`src/rtl/ti_nibble_sharer.sv`:
```
// ti_nibble_sharer
// ----------------
// Front end of the 4-bit threshold-implementation S-box. Takes unmasked
// nibbles over a valid/ready handshake, splits each into two Boolean shares
// with a fresh mask drawn from an internal 16-bit Galois LFSR, and presents
// the registered share pair in the layout the share functions consume.
//
// Ports
//   clk        clock, all state on rising edge
//   rst        asynchronous active-high reset
//   in_valid_i nibble present
//   in_data_i  unmasked nibble x
//   in_ready_o block accepts in_data_i this cycle
//   reseed_i   one-cycle pulse: load seed_in_i (or SEED if zero), re-warm
//   seed_in_i  new LFSR seed, sampled while reseed_i = 1
//   out_valid_o out_share_o holds a valid pair
//   out_share_o [3:0] = x ^ m (share 0), [7:4] = m (share 1)
//   out_ready_i downstream accepts out_share_o
//   pair_cnt_o number of accepted pairs, wraps modulo 2^CNT_WIDTH
//   busy_o     high while the LFSR is warming up
module ti_nibble_sharer #(
    parameter logic [15:0] SEED          = 16'hACE1,
    parameter int          WARMUP_CYCLES = 4,
    parameter int          CNT_WIDTH     = 16
) (
    input  logic                 clk,
    input  logic                 rst,
    input  logic                 in_valid_i,
    input  logic [3:0]           in_data_i,
    output logic                 in_ready_o,
    input  logic                 reseed_i,
    input  logic [15:0]          seed_in_i,
    output logic                 out_valid_o,
    output logic [7:0]           out_share_o,
    input  logic                 out_ready_i,
    output logic [CNT_WIDTH-1:0] pair_cnt_o,
    output logic                 busy_o
);

    typedef enum logic {
        S_WARMUP = 1'b0,
        S_RUN    = 1'b1
    } state_t;

    localparam logic [7:0] WARM_N  = 8'(WARMUP_CYCLES);
    localparam logic [8:0] WARM_N9 = 9'(WARMUP_CYCLES);
    localparam logic [CNT_WIDTH-1:0] CNT_ONE = {{(CNT_WIDTH-1){1'b0}}, 1'b1};

    state_t                 state_q, state_d;
    logic [15:0]            lfsr_q, lfsr_d;
    logic [7:0]             wcnt_q, wcnt_d;
    logic                   out_valid_q, out_valid_d;
    logic [7:0]             out_share_q, out_share_d;
    logic [CNT_WIDTH-1:0]   pair_cnt_q, pair_cnt_d;

    logic                   in_ready_w;
    logic                   accept_w;
    logic                   pop_w;
    logic [3:0]             mask_w;
    logic [8:0]             wcnt_inc_w;

    // Right-shift Galois LFSR, taps 16,14,13,11.
    function automatic logic [15:0] lfsr_step(input logic [15:0] v);
        return v[0] ? ((v >> 1) ^ 16'hB400) : (v >> 1);
    endfunction

    assign mask_w     = lfsr_q[3:0];
    assign accept_w   = in_valid_i && in_ready_w;
    assign pop_w      = out_valid_q && out_ready_i;
    assign wcnt_inc_w = {1'b0, wcnt_q} + 9'd1;

    // ------------------------------------------------------------------
    // State register
    // ------------------------------------------------------------------
    always_ff @(posedge clk or posedge rst) begin
        if (rst) begin
            state_q     <= S_WARMUP;
            lfsr_q      <= SEED;
            wcnt_q      <= 8'd0;
            out_valid_q <= 1'b0;
            out_share_q <= 8'h00;
            pair_cnt_q  <= '0;
        end else begin
            state_q     <= state_d;
            lfsr_q      <= lfsr_d;
            wcnt_q      <= wcnt_d;
            out_valid_q <= out_valid_d;
            out_share_q <= out_share_d;
            pair_cnt_q  <= pair_cnt_d;
        end
    end

    // ------------------------------------------------------------------
    // Next-state logic
    // ------------------------------------------------------------------
    always_comb begin
        state_d     = state_q;
        lfsr_d      = lfsr_q;
        wcnt_d      = wcnt_q;
        out_valid_d = out_valid_q;
        out_share_d = out_share_q;
        pair_cnt_d  = pair_cnt_q;

        if (reseed_i) begin
            // A zero seed would lock the LFSR, so fall back to SEED.
            lfsr_d  = (seed_in_i == 16'h0000) ? SEED : seed_in_i;
            wcnt_d  = 8'd0;
            state_d = S_WARMUP;
        end else begin
            case (state_q)
                S_WARMUP: begin
                    if (wcnt_q == WARM_N) begin
                        // Only reachable with a zero-length warm-up.
                        state_d = S_RUN;
                    end else begin
                        lfsr_d = lfsr_step(lfsr_q);
                        wcnt_d = wcnt_inc_w[7:0];
                        // Leave on the edge that takes the last step.
                        if (wcnt_inc_w == WARM_N9)
                            state_d = S_RUN;
                    end
                end
                S_RUN: begin
                    if (accept_w)
                        lfsr_d = lfsr_step(lfsr_q);
                end
                default: state_d = S_WARMUP;
            endcase
        end

        // Output register: a simultaneous pop and accept just replaces
        // the entry, so out_valid stays high.
        if (accept_w) begin
            out_share_d = {mask_w, in_data_i ^ mask_w};
            out_valid_d = 1'b1;
            pair_cnt_d  = pair_cnt_q + CNT_ONE;
        end else if (pop_w) begin
            out_valid_d = 1'b0;
        end
    end

    // ------------------------------------------------------------------
    // Outputs
    // ------------------------------------------------------------------
    always_comb begin
        in_ready_w = (state_q == S_RUN) && !reseed_i &&
                     (!out_valid_q || out_ready_i);
        busy_o     = (state_q == S_WARMUP);
    end

    assign in_ready_o  = in_ready_w;
    assign out_valid_o = out_valid_q;
    assign out_share_o = out_share_q;
    assign pair_cnt_o  = pair_cnt_q;

endmodule

```
`config.mk`:
```
export PLATFORM = sky130hd
export DESIGN_NAME = ti_nibble_sharer
export DESIGN_NICKNAME = d
export VERILOG_FILES = /design/src/rtl/ti_nibble_sharer.sv
export SDC_FILE = /design/constraint.sdc
export NUM_CORES = 1
export LEC_CHECK = 0
export ABC_AREA = 1
export BUFFER_PORTS_ARGS = -buffer_cell sky130_fd_sc_hd__buf_2
export CAP_MARGIN = 0
export CORE_MARGIN = 2
export CORE_UTILIZATION = 50
export CTS_CLUSTER_SIZE = 25
export DETAILED_ROUTE_END_ITERATION = 10
export MAX_ROUTING_LAYER = met4
export PLACE_DENSITY = 0.84
export SLEW_MARGIN = 20
export SYNTH_ARGS = -nofsm -noshare
export SYNTH_HDL_FRONTEND = slang
export SYNTH_SLANG_ARGS = --single-unit
```
`constraint.sdc`:
```
create_clock -name clk -period 2.2 [get_ports clk]
set_clock_uncertainty 0.15 [all_clocks]
set_input_delay 0.33 -clock clk [delete_from_list [all_inputs] [get_ports clk]]
set_output_delay 0.33 -clock clk [all_outputs]
set_load 0.02 [all_outputs]
```
==> impl_metrics.csv <==
group,metric,value,unit
run_status,outcome,"finished clean",
worst_setup_path,crit_arrival,1.91,ns
clock_network,cts_sinks,50,
global_routing,grt_use_total,21.9,%
floorplanning,die_h,78.4,um
clock_network,numCtsBuffers,5,
global_routing,grt_pass1_wl,10300,um
timing,min_period_over_period,82.9,%
placement,io_buffers,51,
clock_network,post_cts_buffers,0,
worst_setup_path,end_kind,"flop",
logic_synthesis,yosysWarnings,0,
floorplanning,fp.dieW,78.4,um
floorplanning,io_pins,52,
worst_hold_path,min_from,"in_data_i[0]",
logic_synthesis,seq_area_frac_synth,45.5,%
cells_and_area,area_growth,15.1,%
logic_synthesis,synth_fp_nets,394,
worst_setup_path,worstSetupStartpointType,"flop",
route,wl_per_cell,11.9,um
timing,finalHoldViolCount,0,
placement,post-place-ws,0.381,ns
cells_and_area,layout_commonest_cell,"nand2_1",
logic_synthesis,synth_area,0.00277,mm2
floorplanning,num_rows,27,
timing,rsz0062_at_grt,"false",
global_routing,grt_pass1_vias,2313,
cells_and_area,fin_nets,447,
timing,final.setup.worst_slack,0.377,ns
logic_synthesis,yosysTopAreaCellShare,38.0,%
run,drv_cap,0,
timing,drv_slew,0,
cells_and_area,final_cell_mix,"137 x nand2_1, 51 x buf_2, 46 x nor2_1",
pwr,p_per_area,810,mW/mm2
timing,setup_viol,0,
logic_synthesis,netlist-cell-type-count,29,
logic_synthesis,synth-seq-cells,50,
pwr,ir_worst_vdd,0.342,mV
timing,worstMarginPinSlew,0.468,ns
logic_synthesis,yosysTopAreaCell,"dfrtp_1",
floorplanning,core-area,0.00544,mm2
floorplanning,start_util,50.9,%
placement,place_hpwl,4430,um
route,vias_per_cell,4.98,
timing,fmax,0.548,GHz
logic_synthesis,synthesis.instances,365,
worst_setup_path,r2r-start,"wcnt_q[0]$_DFFE_PP0P_",
worst_setup_path,required,2.28,ns
route,totalWireLength,5870,um
timing,min_period,1.82,ns
clock_network,h-tree-depth,2,
global_routing,grt_max_degree,31,
clock_network,clk_pin_slew,0.09,ns
logic_synthesis,syn_area_per_cell,7.59,um2
logic_synthesis,synth_area_leaders,"dfrtp_1 38%, nand2_1 19%, dfstp_2 7.6%",
route,drtIter0Drc,173,
worst_setup_path,criticalPathCategory,"reg2reg",
route,first_pass_iters,4,
clock_network,cts_tree,"built",
timing,slew_headroom,68.7,%
worst_setup_path,rr_worst_depth,8,
cells_and_area,antenna_cells,0,
worst_setup_path,cp_max_fo,13,
cells_and_area,drive_above_1_share,22.0,%
worst_hold_path,min_path_cells,3,
pwr,p_leak,1.63,nW
global_routing,grt_remaining_overflow,0,
route,routed-via-count,2447,
clock_network,insertion_delay,0.30,ns
route,ant_nets,0,
clock_network,cts-resized-gates,0,
floorplanning,dieArea,0.00615,mm2
route,drc,0,
clock_network,max-clock-path-buffers,2,
worst_setup_path,startpoint,"wcnt_q[0]$_DFFE_PP0P_",
worst_hold_path,hold_class,"in2reg",
timing,setup_tns,0,ns
global_routing,antenna_found_initial,0,
clock_network,cts-root-buf,"clkbuf_8",
placement,gp_congestion,0.900,
-- metrics by stage --
step                      instance area, um2  hold slack [ns]  utilization [%]  std cells  power [mW]
after global placement                  3080            0.214             56.7        482        2.01
after floorplan                         2770            0.294                -        365        1.81
after CTS                               3190            0.173             58.6        491        2.61
final                                   3190            0.179             58.6        491        2.58
after global routing                    3190            0.196             58.6        491        2.78
after detailed placement                3080            0.218             56.7        482        2.04
-- registers in the layout, summed over array words and instances (netlist names) --
register     count
out_valid_o      1
lfsr_q          16
out_share_o      8
state_q          1
wcnt_q           8
pair_cnt_o      16
-- path summary, 6_finish.rpt --
check | to | slack (ns)
min in group asynchronous | pair_cnt_o[8]$_DFFE_PP0P_ | 0.44
max in group asynchronous | lfsr_q[11]$_DFFE_PP1P_ | 0.87
setup reg to reg | lfsr_q[1]$_DFFE_PP0P_ | 0.38
hold reg to reg | lfsr_q[7]$_DFFE_PP1P_ | 0.32
setup / recovery | lfsr_q[1]$_DFFE_PP0P_ | 0.38
hold / removal | out_share_o[0]$_DFFE_PP0P_ | 0.18
-- Yosys cell counts, drive strengths merged --
| cell type | instances |
|---|---|
| a21oi | 5 |
| nand3 | 23 |
| nor3 | 2 |
| nand4 | 4 |
| ha | 4 |
| inv | 31 |
| xor2 | 5 |
| dfstp | 8 |
| nand2 | 138 |
| nand3b | 1 |
| buf | 6 |
| or2 | 3 |
| xnor2 | 11 |
| clkbuf | 3 |
| nor2 | 48 |
| o21bai | 1 |
| dfrtp | 42 |
| nor3b | 1 |
| o21ai | 29 |
-- logic make-up (layout without fill, tap and decap cells) --
group	count (synthesis)	after routing	synth area share (%)
XOR/XNOR	16	16	5.06
AO/OA/AOI/OAI	35	35	8.04
AND/OR/NAND/NOR	220	220	32.9
buffers and inverters	40	94	6.60
adder cells (fa/ha/maj)	4	4	1.81
flip-flops	50	50	45.5
-- metal layers --
layer  share of wire, %  GRT usage [%]  up-vias
met4                1.2           8.42        0
met1                 45           27.3     1137
met5                  0              -        -
met3                3.6           3.56        4
li1                   -              -     1250
met2                 50           36.0       56
-- critical path, stage by stage (launching register included) --
cell	delay (ns)
dfrtp_1	0.40
inv_1	0.09
ha_1	0.19
nand3_1	0.10
nor2_1	0.09
a21oi_4	0.34
buf_4	0.25
nand2_1	0.08
o21ai_2	0.06
-- power breakdown --
group          internal, mW  switching, mW
Combinational         0.273          0.480
Clock                 0.254          0.305
Sequential             1.14          0.136
-- cell type report --
type                            count  area (um2)
Clock buffer                        6        82.6
Clock inverter                      2        12.5
Fill cell                         516        2250
Timing Repair Buffer               55         300
Multi-Input combinational cell    275        1330
Inverter                           31         116
Sequential cell                    50        1260
Tap cell                           72        90.1
-- repair_timing --
action / 4_1_cts / 5_1_grt
setup endpoints to repair: 0 / 0
hold endpoints to repair: 20 / 0
hold buffers: 1 / 0
(Power assumes the default switching activity.)
